==> src/rtl/serial_add_sub.sv <==
`default_nettype none
// ============================================================================
//  Module      : serial_add_sub
//  Description : Digit-serial adder/subtractor, LSB digit first, with signed
//                and unsigned result formats and valid/ready handshakes.
//  Revision    : 1.0 - initial release
// ============================================================================
module serial_add_sub #(
  parameter int DATA_WD  = 16,
  parameter int DIGIT_WD = 4
) (
  input  logic               i_clk,
  input  logic               i_rst,
  input  logic               i_valid,
  output logic               o_ready,
  input  logic [DATA_WD-1:0] i_a,
  input  logic [DATA_WD-1:0] i_b,
  input  logic [1:0]         i_mode,
  output logic               o_valid,
  input  logic               i_ready,
  output logic [DATA_WD:0]   o_arith_out,
  output logic               o_ovr
);

  localparam int N      = DATA_WD / DIGIT_WD;
  localparam int MSB    = DATA_WD - 1;
  localparam int CNT_WD = (N > 1) ? $clog2(N) : 1;
  localparam logic [CNT_WD-1:0] LAST_DIGIT = CNT_WD'(N - 1);

  generate
    if (DATA_WD % DIGIT_WD != 0) begin : g_bad_cfg
      $error("serial_add_sub: DIGIT_WD (%0d) must divide DATA_WD (%0d)", DIGIT_WD, DATA_WD);
    end
  endgenerate

  typedef enum logic [1:0] {
    IDLE = 2'd0,
    RUN  = 2'd1,
    DONE = 2'd2
  } state_t;

  state_t              r_state;
  logic [DATA_WD-1:0]  r_a;
  logic [DATA_WD-1:0]  r_b;
  logic [DATA_WD-1:0]  r_sum;
  logic                r_a_msb;
  logic                r_b_msb;
  logic                r_sub;
  logic                r_signed;
  logic                r_carry;
  logic [CNT_WD-1:0]   r_cnt;
  logic [DATA_WD:0]    r_arith_out;
  logic                r_ovr;

  logic [DIGIT_WD-1:0]         w_dig_a;
  logic [DIGIT_WD-1:0]         w_dig_b;
  logic [DIGIT_WD-1:0]         w_dig_sum;
  logic [DIGIT_WD:0]           w_chain;
  logic                        w_carry_out;
  logic [DATA_WD+DIGIT_WD-1:0] w_sum_wide;
  logic [DATA_WD+DIGIT_WD-1:0] w_a_wide;
  logic [DATA_WD+DIGIT_WD-1:0] w_b_wide;
  logic [DATA_WD-1:0]          w_sum_next;
  logic [DATA_WD-1:0]          w_a_next;
  logic [DATA_WD-1:0]          w_b_next;
  logic                        w_sign_ext;
  logic                        w_s_msb;
  logic [DATA_WD:0]            w_res;
  logic                        w_ovr;

  assign w_dig_a = r_a[DIGIT_WD-1:0];
  assign w_dig_b = r_b[DIGIT_WD-1:0];

  // One digit of ripple-carry addition, seeded by the inter-digit carry register.
  always_comb begin
    w_chain    = '0;
    w_dig_sum  = '0;
    w_chain[0] = r_carry;
    for (int i = 0; i < DIGIT_WD; i++) begin
      w_dig_sum[i]   = w_dig_a[i] ^ w_dig_b[i] ^ w_chain[i];
      w_chain[i+1]   = (w_dig_a[i] & w_dig_b[i]) | (w_chain[i] & (w_dig_a[i] ^ w_dig_b[i]));
    end
  end

  assign w_carry_out = w_chain[DIGIT_WD];

  // Widened shifts stay legal when a single digit spans the whole operand.
  assign w_sum_wide = {w_dig_sum, r_sum} >> DIGIT_WD;
  assign w_a_wide   = {{DIGIT_WD{1'b0}}, r_a} >> DIGIT_WD;
  assign w_b_wide   = {{DIGIT_WD{1'b0}}, r_b} >> DIGIT_WD;
  assign w_sum_next = w_sum_wide[DATA_WD-1:0];
  assign w_a_next   = w_a_wide[DATA_WD-1:0];
  assign w_b_next   = w_b_wide[DATA_WD-1:0];

  // r_b_msb already holds the inverted MSB for subtraction, so one formula covers both.
  assign w_s_msb    = w_sum_next[MSB];
  assign w_sign_ext = r_a_msb ^ r_b_msb ^ w_carry_out;

  always_comb begin
    w_res = {1'b0, w_sum_next};
    w_ovr = 1'b0;
    case ({r_signed, r_sub})
      2'b00: begin
        w_res = {w_carry_out, w_sum_next};
        w_ovr = 1'b0;
      end
      2'b01: begin
        w_res = {1'b0, w_sum_next};
        w_ovr = ~w_carry_out;
      end
      default: begin
        w_res = {w_sign_ext, w_sum_next};
        w_ovr = (r_a_msb == r_b_msb) && (w_s_msb != r_a_msb);
      end
    endcase
  end

  always_ff @(posedge i_clk) begin
    if (i_rst) begin
      r_state     <= IDLE;
      r_cnt       <= '0;
      r_carry     <= 1'b0;
      r_arith_out <= '0;
      r_ovr       <= 1'b0;
      r_a         <= '0;
      r_b         <= '0;
      r_sum       <= '0;
      r_a_msb     <= 1'b0;
      r_b_msb     <= 1'b0;
      r_sub       <= 1'b0;
      r_signed    <= 1'b0;
    end else begin
      case (r_state)
        IDLE: begin
          if (i_valid) begin
            r_a      <= i_a;
            r_b      <= i_mode[0] ? ~i_b : i_b;
            r_a_msb  <= i_a[MSB];
            r_b_msb  <= i_mode[0] ? ~i_b[MSB] : i_b[MSB];
            r_sub    <= i_mode[0];
            r_signed <= i_mode[1];
            r_carry  <= i_mode[0];
            r_cnt    <= '0;
            r_state  <= RUN;
          end
        end
        RUN: begin
          r_a     <= w_a_next;
          r_b     <= w_b_next;
          r_sum   <= w_sum_next;
          r_carry <= w_carry_out;
          r_cnt   <= r_cnt + CNT_WD'(1);
          if (r_cnt == LAST_DIGIT) begin
            r_arith_out <= w_res;
            r_ovr       <= w_ovr;
            r_state     <= DONE;
          end
        end
        DONE: begin
          if (i_ready) begin
            r_state <= IDLE;
          end
        end
        default: begin
          r_state <= IDLE;
        end
      endcase
    end
  end

  assign o_ready     = (r_state == IDLE);
  assign o_valid     = (r_state == DONE);
  assign o_arith_out = r_arith_out;
  assign o_ovr       = r_ovr;

endmodule
`default_nettype wire
==> config.mk <==
export PLATFORM = sky130hd
export DESIGN_NAME = serial_add_sub
export DESIGN_NICKNAME = d
export VERILOG_FILES = /design/src/rtl/serial_add_sub.sv
export SDC_FILE = /design/constraint.sdc
export NUM_CORES = 1
export LEC_CHECK = 0
export BUFFER_PORTS_ARGS = -buffer_cell sky130_fd_sc_hd__buf_2
export CAP_MARGIN = 20
export CORE_MARGIN = 3
export CORE_UTILIZATION = 40
export CTS_CLUSTER_SIZE = 16
export DETAILED_ROUTE_END_ITERATION = 10
export PLACE_DENSITY = 0.64
export SYNTH_ARGS = -nofsm -noshare
export SYNTH_HDL_FRONTEND = slang
export SYNTH_SLANG_ARGS = --single-unit
==> constraint.sdc <==
create_clock -name i_clk -period 2.5 [get_ports i_clk]
set_clock_uncertainty 0.05 [all_clocks]
set_input_delay 0.125 -clock i_clk [delete_from_list [all_inputs] [get_ports i_clk]]
set_output_delay 0.125 -clock i_clk [all_outputs]
set_load 0.05 [all_outputs]
==> results.toml <==
[timing]
fin_tns_setup_ns = -0.09464
worst_slew_pin_slew_ns = 0.6497
hold_viol = 0
fmax_mhz = 385.4
period_needed_ns = 2.595
timing.final.ws_setup_ns = -0.09464
worst_slew_margin_rel = 0.5668
finalSetupViolCount = 1
slew_viol_final = 0
finalCritPeriodShare = 1.038
rsz0062_at_grt = "yes"

[global_route]
grt_start_max_net_pins = 28
overflow = 0
grt_pass1_wl_mm = 11.45
grtUsageTotal = 0.1656
grt_pass1_vias = 2478
antenna_found_initial = 0

[placed_design]
dpl.cell_count = 486
dpl-instance-area_um2 = 3378
dp_slack_ns = -0.1285
portBuffers = 57
dp_hpwl_mm = 4.549
routabilityCongestion = 0.7327

[clocking]
cts-buffers-inserted = 9
post_cts_buffers = 0
clk_path_buf_depth = 2
clock_latency_ns = 0.35
cts_tree = "done"
cts-root-buf = "clkbuf_8"
numClockSinks = 71
cts_htree_levels = 3
clk_pin_slew_ns = 0.07

[synthesis]
yosys.area.top_type = "dfxtp_1"
synth_ff_type = "dfxtp_1"
synthArstFlopShare = 0
ys_types = 39
synthTopCellsByArea = "dfxtp_1 47%, nand2_1 12%, a21oi_1 6.7%"
synth.most_common_cell = "nand2_1"
yosys_warnings = 0
synthesis.nets = 390
syn_inst = 347
synth_edf_count = 0
synth.top_cell.area_share = 0.4665
syn_avg_cell_area_um2 = 8.780
synth_common_cells = "94 x nand2_1, 71 x dfxtp_1, 41 x a21oi_1"
netlist_area_um2 = 3047
ys_ff_latch = 71
yosysSeqAreaShare = 0.4665

[setup_path]
crit_required_ns = 2.70
crit_type = "reg -> reg"
reg2reg_slack_ns = -0.09
critPathLaunchType = "flip-flop"
crit_fanout = 3
r2r_start = "r_a[0]$_SDFFE_PP0P_"
r2r_end = "o_ovr$_SDFFE_PP0P_"
cp-endpoint = "o_ovr$_SDFFE_PP0P_"
startpoint = "r_a[0]$_SDFFE_PP0P_"
endpoint_kind = "flip-flop"
ff2ff_path_depth = 7
cp.arrival_ns = 2.79

[floorplan]
ios = 58
die_area_um2 = 8700
initial_core_util = 0.4156
rows = 31
core-area_um2 = 7331
fp.dieH_um = 93.28
die_x_um = 93.28

[final_layout]
synthToLayoutAreaGrowth_pct = 22.87
insertedDiodeCount = 0
layout.nets = 453
drive_gt1_frac = 0.2319
fin_area_um2 = 3744
final_cells = 513

[outcome]
violations = "setup timing"
status = "finished with violations"

[power]
leakage_uw = 0.001507
irDropWorstVdd_mv = 0.3337
p_per_area_nw_per_um2 = 709.4

[drt]
wl_per_cell_um = 12.96
vias = 2555
drc_errors = 0
wirelength_mm = 6.651
dr.pass1.iters = 4
ant_nets = 0
viasPerCell = 4.981
initialDrtViolationCount = 101

[run]
max_cap_viol_count = 0

[worst_hold_path]
hp-class = "in -> reg"
min_from = "i_a[1]"
[critical path: stages (launching register included)]
cell and delay, ns:
dfxtp_2 0.33, fa_2 0.38, fa_2 0.34, fa_2 0.34, fa_1 0.52, nor3b_2 0.18
o21ai_1 0.09, a311oi_1 0.26
[cell families after synthesis]
group	count (synthesis)	synth area share
buf+inv	29	0.05790
mux	1	0.003286
flops	71	0.4665
simple gates	137	0.1971
fa+ha+maj	5	0.03039
compound gates	87	0.1959
xor+xnor	17	0.04887
[area by class of cell]
cell class	count	area, um^2
Multi-Input combinational cell	247	1461
Clock inverter	5	106.4
Tap cell	99	123.9
Fill cell	733	3587
Timing Repair Buffer	80	488.0
Inverter	1	3.754
Clock buffer	10	137.6
Sequential cell	71	1423
[worst min-delay path by stage]
| stage | cells after the start | to |
|---|---|---|
| 2_1_floorplan | 2 | r_signed$_SDFFE_PP0P_ |
| 3_3_place_gp | 3 | r_a[13]$_SDFFE_PP0P_ |
| 3_5_place_dp | 3 | r_a[12]$_SDFFE_PP0P_ |
| 4_1_cts | 3 | r_a[1]$_SDFFE_PP0P_ |
| 5_1_grt | 3 | r_a[1]$_SDFFE_PP0P_ |
| 6_report | 3 | r_a[1]$_SDFFE_PP0P_ |
[cell usage in the layout, fill, tap and decap left out, types with 5 or more instances in the layout]
cell and n:
a21oi_1 41, nor2_1 19, nand3_1 5, clkbuf_8 10, dfxtp_1 70, buf_4 11, a311oi_1 12, dlygate4sd3_1 12
buf_2 57, a22oi_1 15, o2bb2ai_1 12, xor2_1 17, nand2_1 94
[sequential cells by signal (all words and copies together) (netlist names)]
signal	flops
r_a	16
r_b	16
r_signed	1
o_arith_out	17
r_sub	1
r_carry	1
r_sum	12
r_cnt	2
o_ovr	1
r_b_msb	1
r_state	2
r_a_msb	1
[through the flow]
step / total power (uW) / util / hold slack [ns]
2_1_floorplan: 1478 / - / 0.2110
3_3_place_gp: 1560 / 0.4608 / 0.3122
3_5_place_dp: 1566 / 0.4608 / 0.3208
4_1_cts: 2689 / 0.5107 / 0.0005553
5_1_grt: 2786 / 0.5107 / 0.006948
6_report: 2656 / 0.5107 / 0.01379
[layer usage]
| metal | up-vias | global-route usage | part of all wire |
|---|---|---|---|
| li1 | 1310 | - | - |
| met1 | 1181 | 0.2093 | 0.45 |
| met2 | 60 | 0.2692 | 0.49 |
| met3 | 4 | 0.04988 | 0.057 |
| met4 | 0 | 0.05495 | 0.011 |
| met5 | - | 0 | 0 |
[report_power, final]
group | leakage [uW] | internal (uW) | total, uW | switching [uW]
Combinational | 0.000809 | 142 | 317 | 176
Sequential | 0.000580 | 1190 | 1240 | 44.9
Clock | 0.000119 | 686 | 1100 | 416
[what timing repair did]
action,in CTS,in global routing
hold buffers,12,0
pin swaps,2,1
endpoints found under the setup margin,2,2
endpoints found under the hold margin,13,0
resized for setup,2,0
Power figures use the tool's default switching activity.
